### src/rtl/gray_pkg.sv
// gray_pkg: mode encoding and XOR-chain segment sizing shared by
// the pipelined Gray/binary codec.
package gray_pkg;

  localparam logic MODE_B2G = 1'b0;
  localparam logic MODE_G2B = 1'b1;

  function automatic int seg_width(input int n, input int s);
    return (n + s - 1) / s;
  endfunction

endpackage

### src/rtl/gray_seg_stage.sv
// gray_seg_stage: one codec pipeline stage with its slice of the
// Gray-to-binary XOR chain. GRAY_STEPCHK_EN adds an err bit per beat.
module gray_seg_stage
  import gray_pkg::*;
#(
  parameter int N      = 8,
  parameter int STAGES = 2,
  parameter int IDX    = 0
) (
  input  logic         clk,
  input  logic         rst_n,
  input  logic         load,
  input  logic         up_valid,
  input  logic         up_mode,
  input  logic         up_carry,
  input  logic [N-1:0] up_data,
`ifdef GRAY_STEPCHK_EN
  input  logic         up_err,
  output logic         err,
`endif
  output logic         valid,
  output logic         mode,
  output logic         carry,
  output logic [N-1:0] data
);

  localparam int SEG = seg_width(N, STAGES);
  localparam int HI  = N - 1 - IDX * SEG;
  localparam int LO  = (IDX == STAGES - 1) ? 0 :
                       (N - (IDX + 1) * SEG < 0) ? 0 :
                       N - (IDX + 1) * SEG;

  logic [N-1:0] nxt_data;
  logic         nxt_carry;

  // bits above HI are already binary, bits below LO still Gray
  always_comb begin
    nxt_data  = up_data;
    nxt_carry = up_carry;
    if (up_mode == MODE_G2B) begin
      for (int i = N - 1; i >= 0; i--) begin
        if (i <= HI && i >= LO) begin
          nxt_carry   = nxt_carry ^ up_data[i];
          nxt_data[i] = nxt_carry;
        end
      end
    end else if (IDX == 0) begin
      nxt_data = up_data ^ (up_data >> 1);
    end
  end

  always_ff @(posedge clk) begin
    if (!rst_n) begin
      valid <= 1'b0;
      mode  <= MODE_B2G;
      carry <= 1'b0;
      data  <= '0;
`ifdef GRAY_STEPCHK_EN
      err   <= 1'b0;
`endif
    end else if (load) begin
      valid <= up_valid;
      if (up_valid) begin
        mode  <= up_mode;
        carry <= nxt_carry;
        data  <= nxt_data;
`ifdef GRAY_STEPCHK_EN
        err   <= up_err;
`endif
      end
    end
  end

endmodule

### src/rtl/gray_codec_pipe.sv
// gray_codec_pipe: valid/ready pipelined binary<->Gray converter.
// Define GRAY_STEPCHK_EN to add the Gray step checker and out_err.
module gray_codec_pipe
  import gray_pkg::*;
#(
  parameter int N      = 8,
  parameter int STAGES = 2
) (
  input  logic         clk,
  input  logic         rst_n,
  input  logic         en,
  input  logic         in_valid,
  output logic         in_ready,
  input  logic         in_mode,
  input  logic [N-1:0] in_data,
  output logic         out_valid,
  input  logic         out_ready,
  output logic         out_mode,
`ifdef GRAY_STEPCHK_EN
  output logic         out_err,
`endif
  output logic [N-1:0] out_data
);

  logic         s_valid [STAGES];
  logic         s_mode  [STAGES];
  logic         s_carry [STAGES];
  logic [N-1:0] s_data  [STAGES];
  logic [STAGES-1:0] adv;
  logic         in_fire;
  logic         unused_carry;

  // a stage moves when anything downstream has room
  always_comb begin
    logic a;
    a   = out_ready;
    adv = '0;
    for (int k = STAGES - 1; k >= 0; k--) begin
      a      = !s_valid[k] || a;
      adv[k] = a;
    end
  end

  assign in_ready = rst_n && en && adv[0];
  assign in_fire  = in_valid && in_ready;

`ifdef GRAY_STEPCHK_EN
  logic [N-1:0] hist_q;
  logic         hist_v_q;
  logic         in_err;
  logic         s_err [STAGES];

  assign in_err = (in_mode == MODE_G2B) && hist_v_q &&
                  ($countones(in_data ^ hist_q) != 1);

  always_ff @(posedge clk) begin
    if (!rst_n) begin
      hist_q   <= '0;
      hist_v_q <= 1'b0;
    end else if (in_fire) begin
      hist_v_q <= (in_mode == MODE_G2B);
      if (in_mode == MODE_G2B) hist_q <= in_data;
    end
  end
`endif

  for (genvar k = 0; k < STAGES; k++) begin : g_stage
    logic         up_v;
    logic         up_m;
    logic         up_c;
    logic [N-1:0] up_d;
`ifdef GRAY_STEPCHK_EN
    logic         up_e;
`endif
    if (k == 0) begin : g_head
      assign up_v = in_fire;
      assign up_m = in_mode;
      assign up_c = 1'b0;
      assign up_d = in_data;
`ifdef GRAY_STEPCHK_EN
      assign up_e = in_err;
`endif
    end else begin : g_body
      assign up_v = s_valid[k-1];
      assign up_m = s_mode[k-1];
      assign up_c = s_carry[k-1];
      assign up_d = s_data[k-1];
`ifdef GRAY_STEPCHK_EN
      assign up_e = s_err[k-1];
`endif
    end

    gray_seg_stage #(
      .N      (N),
      .STAGES (STAGES),
      .IDX    (k)
    ) u_stage (
      .clk      (clk),
      .rst_n    (rst_n),
      .load     (adv[k]),
      .up_valid (up_v),
      .up_mode  (up_m),
      .up_carry (up_c),
      .up_data  (up_d),
`ifdef GRAY_STEPCHK_EN
      .up_err   (up_e),
      .err      (s_err[k]),
`endif
      .valid    (s_valid[k]),
      .mode     (s_mode[k]),
      .carry    (s_carry[k]),
      .data     (s_data[k])
    );
  end

  assign unused_carry = s_carry[STAGES-1];

  assign out_valid = s_valid[STAGES-1];
  assign out_mode  = out_valid & s_mode[STAGES-1];
  assign out_data  = out_valid ? s_data[STAGES-1] : '0;
`ifdef GRAY_STEPCHK_EN
  assign out_err   = out_valid & s_err[STAGES-1];
`endif

endmodule

### config.mk
export PLATFORM = sky130hd
export DESIGN_NAME = gray_codec_pipe
export DESIGN_NICKNAME = d
export VERILOG_FILES = /design/src/rtl/gray_pkg.sv /design/src/rtl/gray_seg_stage.sv /design/src/rtl/gray_codec_pipe.sv
export SDC_FILE = /design/constraint.sdc
export NUM_CORES = 1
export LEC_CHECK = 0
export CAP_MARGIN = 15
export CORE_UTILIZATION = 43
export DETAILED_ROUTE_END_ITERATION = 7
export GPL_ROUTABILITY_DRIVEN = 0
export PLACE_DENSITY = 0.74
export RECOVER_POWER = 25
export SLEW_MARGIN = 20
export SYNTH_ARGS = -nofsm -noshare
export SYNTH_HDL_FRONTEND = slang
export SYNTH_SLANG_ARGS = --single-unit
### constraint.sdc
create_clock -name clk -period 1.21 [get_ports clk]
set_clock_uncertainty 0.05 [all_clocks]
set_input_delay 0.242 -clock clk [delete_from_list [all_inputs] [get_ports clk]]
set_output_delay 0.242 -clock clk [all_outputs]
set_load 0.02 [all_outputs]
==> qor.yml, run 1 <==
ctsLongestPathBuffers: 2
layout.cells.non_filler: 202
clock.fmax_ghz: 0.7085
grt_max_degree: 13
clock_latency_ns: 0.29
antenna_left: 0
grt_pass1_wl_mm: 3.539
synth_cell_types: 22
critPathBufInv: 1
wirelength_mm: 2.176
critPathCaptureType: "primary output"
clkTransAtPathRegs_ns: 0.12
p_seq_share_pct: 54.4
slew_viol_final: 0
route.vias.total: 975
drt_iter0_markers: 9
cts_tree: "yes"
critPathMaxStageDelay_ns: 0.37
die_w_um: 50.10
synthMuxAreaShare_pct: 0
core_um2: 2191
ir_drop_mv: 0.7384
crit_path_top_delay_cell: "dfxtp_4"
hold_class: "primary input to register"
drcViolationCount: 0
switching_share_pct: 25.41
leakagePower_nw: 0.6455
grt_remaining_overflow: 0
seq_area_frac_synth_pct: 42.26
yosysWarnings: 0
design_power_total_mw: 1.361
place_area_um2: 1420
die_h_um: 50.10
drive_gt1_share_pct: 35.63
port_buffers: 24
powerDensity_nw_per_um2: 859.6
synth_area_per_cell_um2: 7.894
synthFlopType: "dfxtp_1"
post_drt_wl_per_cell_um: 10.77
fp-row-count: 17
area_delta_synth_final_pct: 59.12
synthArstFlopShare_pct: 0
yosysTopAreaCell: "dfxtp_1"
start_kind: "register"
final_hold_viol_count: 0
power_frac_comb_pct: 21.5
worst_slew_pin_slew_ns: 0.3982
synthTopCellsByArea: "dfxtp_1 (42%), nand2_1 (11%), xnor2_1 (8.8%)"
synth_largest_type_area_fraction_pct: 42.26
rsz0062_at_grt: "yes"
ios: 25
syn_area_um2: 994.7
cp_cell_sequence: "nand3b_1 -> and3_4 -> buf_6"
dp_worst_setup_slack_ns: -0.7243
grt_pass1_vias: 877
numPlacedInstances: 195
synth.most_common_cell: "nand2_1"
drv_cap: 0
initial_utilization_pct: 45.40
diodes: 0
vias_per_cell: 4.827
synth-seq-cells: 21
fin_area_um2: 1583
synth-compound-area-share_pct: 11.95
die_area_um2: 2510
cts_sinks: 21
dr.pass1.iters: 4
min_period_ns: 1.412
yosys.area_share.simple_pct: 28.93
crit_family: "flip-flops"
antenna_found_initial: 0
grtUsageTotal_pct: 17.70
crit_fanout: 4
relSlewSlack_pct: 73.43
setup_viol: 21
synth_edf_count: 0
arrival_ns: 1.12
syn_nets: 140
htree_levels: 1
clockPowerShare_pct: 24.0
synthCells: 126
synth_xor_area_share_pct: 14.09
synth_top_family_by_area: "simple AND/OR/NAND/NOR gates"
hpwl_mm: 1.565
synth_commonest_cells: "nand2_1 (30), dfxtp_1 (21), a21oi_1 (10), xnor2_1 (10)"
worst_slack_ns: -0.2015
intPower_mw: 1.015
finalNetCount: 189
ctsHoldBuffers: 0
required_ns: 0.92
worstSetupPathType: "register to primary output"
synth_adder_area_share_pct: 0
min_period_over_period_pct: 116.7
root_buffer: "clkbuf_4"
status: "finished with violations"
violations: "setup timing"
fin_setup_tns_ns: -2.115
power.net_switching_uw: 345.8
cts_made_buffers: 3
## state kept, by name (all words and copies together) (netlist names)
signal / cells
g_stage.u_stage.mode: 2
g_stage.u_stage.valid: 2
g_stage.u_stage.data: 16
g_stage.u_stage.carry: 1
## worst min-delay path: stages
cell	delay, ns
dlygate4sd2_1	0.22
nor2b_2	0.06
nor2_1	0.08
nor2_1	0.04
## kinds of logic (layout without fill, tap and decap cells)
logic type	after synthesis	count (layout)
compound gates	22	22
xor+xnor	16	16
flops	21	21
simple gates	60	60
buf+inv	7	55
## power by group through the flow
| stage | clock, mW | sequential, mW | combinational (mW) |
|---|---|---|---|
| after detailed placement | 0 | 0.752 | 0.253 |
| after global routing | 0.358 | 0.745 | 0.319 |
| after global placement | 0 | 0.750 | 0.247 |
| after CTS | 0.320 | 0.737 | 0.274 |
| after floorplan | 0 | 0.752 | 0.126 |
| final | 0.327 | 0.741 | 0.293 |
## area by class of cell
class / count / area, µm²
Inverter: 2 / 7.507
Fill cell: 171 / 608.1
Clock buffer: 4 / 26.28
Sequential cell: 21 / 429.2
Timing Repair Buffer: 49 / 452.9
Tap cell: 28 / 35.03
Multi-Input combinational cell: 98 / 631.9
## placed cells by master (no fill, tap or decap), types with 2 or more instances in the layout
| master | synthesis | final |
|---|---|---|
| buf_4 | 0 | 22 |
| nand2b_1 | 4 | 3 |
| nand2_1 | 30 | 29 |
| inv_1 | 2 | 2 |
| a21oi_1 | 10 | 8 |
| clkdlybuf4s50_1 | 0 | 10 |
| a21oi_2 | 0 | 2 |
| and2_1 | 9 | 4 |
| o21ai_0 | 9 | 8 |
| xor2_2 | 0 | 4 |
| nor2b_2 | 0 | 2 |
| and2_4 | 0 | 5 |
| xor2_1 | 6 | 2 |
| clkbuf_4 | 0 | 3 |
| buf_6 | 0 | 14 |
| xnor2_1 | 10 | 9 |
| nor2_1 | 4 | 4 |
| dfxtp_2 | 0 | 4 |
| dfxtp_1 | 21 | 16 |
| nand3_1 | 5 | 5 |
| dlygate4sd2_1 | 0 | 2 |
## layer usage
metal	global-route usage [%]	vias up	part of all wire [%]	wire length [µm]
met2	32.22	21	52	1134
met3	0.9259	6	2.7	58
met4	4.286	0	2.3	51
met1	22.33	444	43	932
li1	-	504	-	-
met5	0	-	0	0
## what timing repair did
item	in CTS	in global routing
buffers inserted	3	0
gates resized for setup	80	14
setup endpoints to repair	26	25
pin swaps	2	2
cloned	0	0
## through the flow
stage / util [%] / hold slack (ns)
after floorplan: - / 0.2910
after global placement: 64.82 / 0.3903
after detailed placement: 64.82 / 0.3988
after CTS: 69.79 / 0.3351
after global routing: 72.24 / 0.3368
final: 72.24 / 0.3328
## path summary, 6_finish.rpt
kind | startpoint | endpoint | slack [ns] | cells after the start
max | g_stage[1].u_stage.valid | in_ready | -0.20 | 3
min | out_ready | g_stage[1].u_stage.valid | 0.33 | 4
max reg2reg | g_stage[0].u_stage.data[3] | g_stage[1].u_stage.data[0] | -0.09 | 4
min reg2reg | g_stage[0].u_stage.data[7] | g_stage[0].u_stage.data[7] | 0.42 | 2
No activity file was read; power rests on OpenSTA's default activity.
==> run 2: changes to the inputs <==
- CORE_ASPECT_RATIO: unset -> 0.8
- SLEW_MARGIN: 20 -> 30
==> run 2 against run 1 <==
The flow still finishes with violations (setup timing). Cell count is 0.50% higher. Critical path depth is 3 higher. Critical endpoint is now g_stage[0].u_stage.data[5]. Sequential share of layout area is 2.0 points lower. Clock-buffer cell count stayed put. Clock power is 6% higher.
==> qor.yml, run 2 (same netlist as run 1, synthesis figures left out) <==
status: "finished with violations"
violations: "setup timing"
cts_tree: "yes"
ir_drop_mv: 0.6657
dr.pass1.iters: 6
min_period_ns: 1.413
ios: 25
route.vias.total: 1080
port_buffers: 24
die_h_um: 45.02
required_ns: 1.40
dp_worst_setup_slack_ns: -0.7331
largest_reg_flops: 16
place_area_um2: 1424
grtUsageTotal_pct: 21.37
grt_remaining_overflow: 0
grt_pass1_wl_mm: 4.091
cts_sinks: 21
fin_setup_tns_ns: -2.910
worst_slack_ns: -0.2034
top_regs: "g_stage.u_stage.data: 16 flops, g_stage.u_stage.mode: 2 flops, g_stage.u_stage.valid: 2 flops"
leakagePower_nw: 0.6863
clock.fmax_ghz: 0.7075
fp-row-count: 15
top_register: "g_stage.u_stage.data"
final_hold_viol_count: 0
wirelength_mm: 3.013
drive_gt1_share_pct: 49.44
antenna_found_initial: 0
rsz0062_at_grt: "yes"
initial_utilization_pct: 45.69
hpwl_mm: 1.683
layout.cells.non_filler: 203
grt_max_degree: 13
grt_pass1_vias: 956
fin_util_pct: 78.68
final_cell_mix: "nand2_1 (23), buf_4 (22), buf_6 (15), dfxtp_1 (15), clkdlybuf4s50_1 (11)"
cts_made_buffers: 3
root_buffer: "clkbuf_4"
finalNetCount: 193
crit_fanout: 6
final.fill_count: 138
ctsLongestPathBuffers: 2
arrival_ns: 1.60
min_period_over_period_pct: 116.8
die_area_um2: 2511
die_w_um: 55.78
diodes: 0
slew_viol_final: 0
design_power_total_mw: 1.434
worst_slew_pin_slew_ns: 0.2818
area_delta_synth_final_pct: 72.20
final_common_cell: "nand2_1"
hold_class: "primary input to register"
post_drt_wl_per_cell_um: 14.84
clock_latency_ns: 0.31
vias_per_cell: 5.320
drcViolationCount: 0
htree_levels: 1
relSlewSlack_pct: 81.02
whs_ns: 0.3974
clkTransAtPathRegs_ns: 0.11
start_kind: "primary input"
powerDensity_nw_per_um2: 837.0
core_um2: 2177
drv_cap: 0
critPathCaptureType: "register"
fin_area_um2: 1713
antenna_left: 0
worstSetupPathType: "primary input to register"
setup_viol: 29
numPlacedInstances: 193
drt_iter0_markers: 39
==> run 2: worst paths after layout <==
| kind | cells past startpoint | startpoint | end | slack (ns) |
|---|---|---|---|---|
| setup / recovery | 6 | rst_n | g_stage[0].u_stage.data[5] | -0.20 |
| hold reg to reg | 2 | g_stage[0].u_stage.data[7] | g_stage[0].u_stage.data[7] | 0.42 |
| setup reg to reg | 6 | g_stage[1].u_stage.valid | g_stage[1].u_stage.data[7] | -0.15 |
| hold / removal | 5 | in_data[6] | g_stage[0].u_stage.data[6] | 0.40 |
==> run 2: worst max-delay path, stage by stage <==
cell             delay, ns
clkdlybuf4s50_1       0.50
buf_2                 0.20
and4_4                0.28
buf_8                 0.14
nand2_2               0.06
a21oi_2               0.17
==> run 2: layout make-up <==
class | count | area (µm²) | share of cell area, %
clock buffer | 4 | 26.28 | 1.534
multi-input combinational | 98 | 723.2 | 42.22
tap | 25 | 31.28 | 1.826
sequential | 21 | 430.4 | 25.13
inverter | 2 | 11.26 | 0.6574
timing repair buffer | 53 | 490.5 | 28.63
==> run 2: power by group <==
part           leakage [nW]  internal (mW)  total [mW]  switching [mW]
Sequential            0.174          0.721       0.747          0.0264
Clock                0.0150          0.129       0.345           0.216
Combinational         0.497          0.183       0.341           0.158
==> run 2: timing repair <==
action | CTS | global route
cloned | 2 | 0
buffers inserted | 4 | 0
setup endpoints to repair | 28 | 30
gates resized for setup | 80 | 51
pin swaps | 5 | 10
hold buffers | 0 | 0
==> run 2: layer usage <==
metal | GRT usage [%] | vias up | wire (µm)
li1 | - | 516 | -
met1 | 24.29 | 492 | 1117
met2 | 40.00 | 53 | 1524
met3 | 3.725 | 19 | 185
met4 | 10.50 | 0 | 185
met5 | 0 | - | 0
==> run 3: changes to the inputs <==
--- a/config.mk
+++ b/config.mk
@@ -6,5 +6,5 @@
 export NUM_CORES = 1
 export LEC_CHECK = 0
-export CAP_MARGIN = 15
+export CAP_MARGIN = 20
 export CORE_ASPECT_RATIO = 0.8
 export CORE_UTILIZATION = 43
--- a/constraint.sdc
+++ b/constraint.sdc
@@ -3,3 +3,3 @@
 set_input_delay 0.242 -clock clk [delete_from_list [all_inputs] [get_ports clk]]
 set_output_delay 0.242 -clock clk [all_outputs]
-set_load 0.02 [all_outputs]
+set_load 0.01 [all_outputs]
==> run 3 against run 2 <==
The flow still finishes with violations (setup timing). Sequential share of layout area increased by 0.64 points. Worst hold slack worse by 0.058 ns. Die area stayed put. Clock power rose by 1%. Register-to-register slack lost 0.04 ns. Setup slack lost 0.0058 ns. Combinational power fell by 9.7%. Non-clock buffer count down 2. Cell area is 2.8% lower. Critical path depth decreased by 3. Utilization shrank 2.2 points. Routed wire length shrank 16%.
==> qor.yml, run 3 (same netlist as run 1, synthesis figures left out) <==
slew_viol_final: 0
min_period_ns: 1.419
port_buffers: 24
ctsLongestPathBuffers: 2
die_h_um: 45.02
required_ns: 0.92
hold_path_depth: 4
htree_levels: 1
grt_pass1_wl_mm: 3.677
antenna_left: 0
status: "finished with violations"
die_w_um: 55.78
worst_slack_ns: -0.2092
crit_path_top_delay_cell: "dfxtp_4"
rr_worst_depth: 7
top_regs: "g_stage.u_stage.data: 16 flops, g_stage.u_stage.mode: 2 flops, g_stage.u_stage.valid: 2 flops"
final.fill_count: 156
clock.fmax_ghz: 0.7046
relSlewSlack_pct: 83.12
min_period_over_period_pct: 117.3
top_register: "g_stage.u_stage.data"
layout.cells.non_filler: 202
dr.pass1.iters: 4
drt_iter0_markers: 14
ctsHoldBuffers: 0
start_kind: "register"
worstSetupStartpoint: "g_stage[1].u_stage.valid"
hp-start: "out_ready"
final_cell_mix: "nand2_1 (25), buf_4 (20), dfxtp_1 (18)"
final_common_cell: "nand2_1"
core_um2: 2177
fin_util_pct: 76.49
fp-row-count: 15
critPathMaxStageDelay_ns: 0.40
worstSetupPathType: "register to primary output"
hold_end: "g_stage[1].u_stage.valid"
clock_latency_ns: 0.32
cts_sinks: 21
reg2reg_to: "g_stage[0].u_stage.data[5]"
r2r_start: "g_stage[1].u_stage.valid"
diodes: 0
grt_remaining_overflow: 0
rsz0062_at_grt: "yes"
area_delta_synth_final_pct: 67.42
route.vias.total: 1056
powerDensity_nw_per_um2: 842.1
root_buffer: "clkbuf_4"
grtUsageTotal_pct: 19.25
vias_per_cell: 5.228
drcViolationCount: 0
critPathCaptureType: "primary output"
setup_viol: 30
leakagePower_nw: 0.6621
clkTransAtPathRegs_ns: 0.13
ir_drop_mv: 0.6850
grt_max_degree: 13
antenna_found_initial: 0
design_power_total_mw: 1.402
r2r_slack_ns: -0.19
drv_cap: 0
dp_worst_setup_slack_ns: -0.6499
violations: "setup timing"
initial_utilization_pct: 45.69
crit_fanout: 4
drive_gt1_share_pct: 43.50
hold_class: "primary input to register"
cp_cell_sequence: "nand3b_1 -> and3_1 -> buf_2"
cts_tree: "yes"
cts_made_buffers: 3
arrival_ns: 1.13
wirelength_mm: 2.533
final_hold_viol_count: 0
finalNetCount: 192
ios: 25
die_area_um2: 2511
post_drt_wl_per_cell_um: 12.54
grt_pass1_vias: 877
numPlacedInstances: 195
largest_reg_flops: 16
hpwl_mm: 1.635
worst_slew_pin_slew_ns: 0.2524
## run 3: cell type report
cell class                      count  area, µm²  share of cell area, %
Sequential cell                    21      429.2                  25.77
Inverter                            2      11.26                 0.6762
Clock buffer                        4      26.28                  1.578
Timing Repair Buffer               51      471.7                  28.32
Multi-Input combinational cell     99      695.7                  41.77
Tap cell                           25      31.28                  1.878
## run 3: what timing repair did
item | 4_1_cts | 5_1_grt
setup buffers | 0 | 2
setup endpoints to repair | 29 | 27
gates resized for setup | 65 | 42
pin swaps | 8 | 14
cloned | 0 | 2
## run 3: through the flow
step / area (µm²) / setup TNS, ns / hold WS, ns
after floorplan: 1011 / 0 / 0.2910
after global placement: 1449 / -8.679 / 0.3924
after detailed placement: 1449 / -8.817 / 0.3972
after CTS: 1490 / -2.059 / 0.3348
after global routing: 1665 / -4.653 / 0.3690
final: 1665 / -3.353 / 0.3393
## run 3: worst max-delay path, delay by kind of cell (launching register included)
kind                   cells  cell delay (ns)
buffers and inverters      1             0.14
DFF                        1             0.40
and+or+nand+nor            2             0.27
## run 3: worst max path at each step
stage	end	slack, ns	cells past startpoint
floorplan	g_stage[1].u_stage.data[0]	0.005	4
global placement	in_ready	-0.62	4
detailed placement	in_ready	-0.65	4
CTS	in_ready	-0.19	3
global route	in_ready	-0.25	3
finish	in_ready	-0.21	3
## run 3: report_power, final
group | switching (mW) | internal (mW)
Combinational | 0.134 | 0.174
Clock | 0.220 | 0.129
Sequential | 0.0274 | 0.718
Total | 0.381 | 1.02
## run 3: per-layer routing
layer / track usage (%) / up-vias / wire length (µm)
li1: - / 519 / -
met1: 23.17 / 489 / 1033
met2: 34.22 / 41 / 1306
met3: 3.725 / 7 / 139
met4: 9.000 / 0 / 53
met5: 0 / - / 0
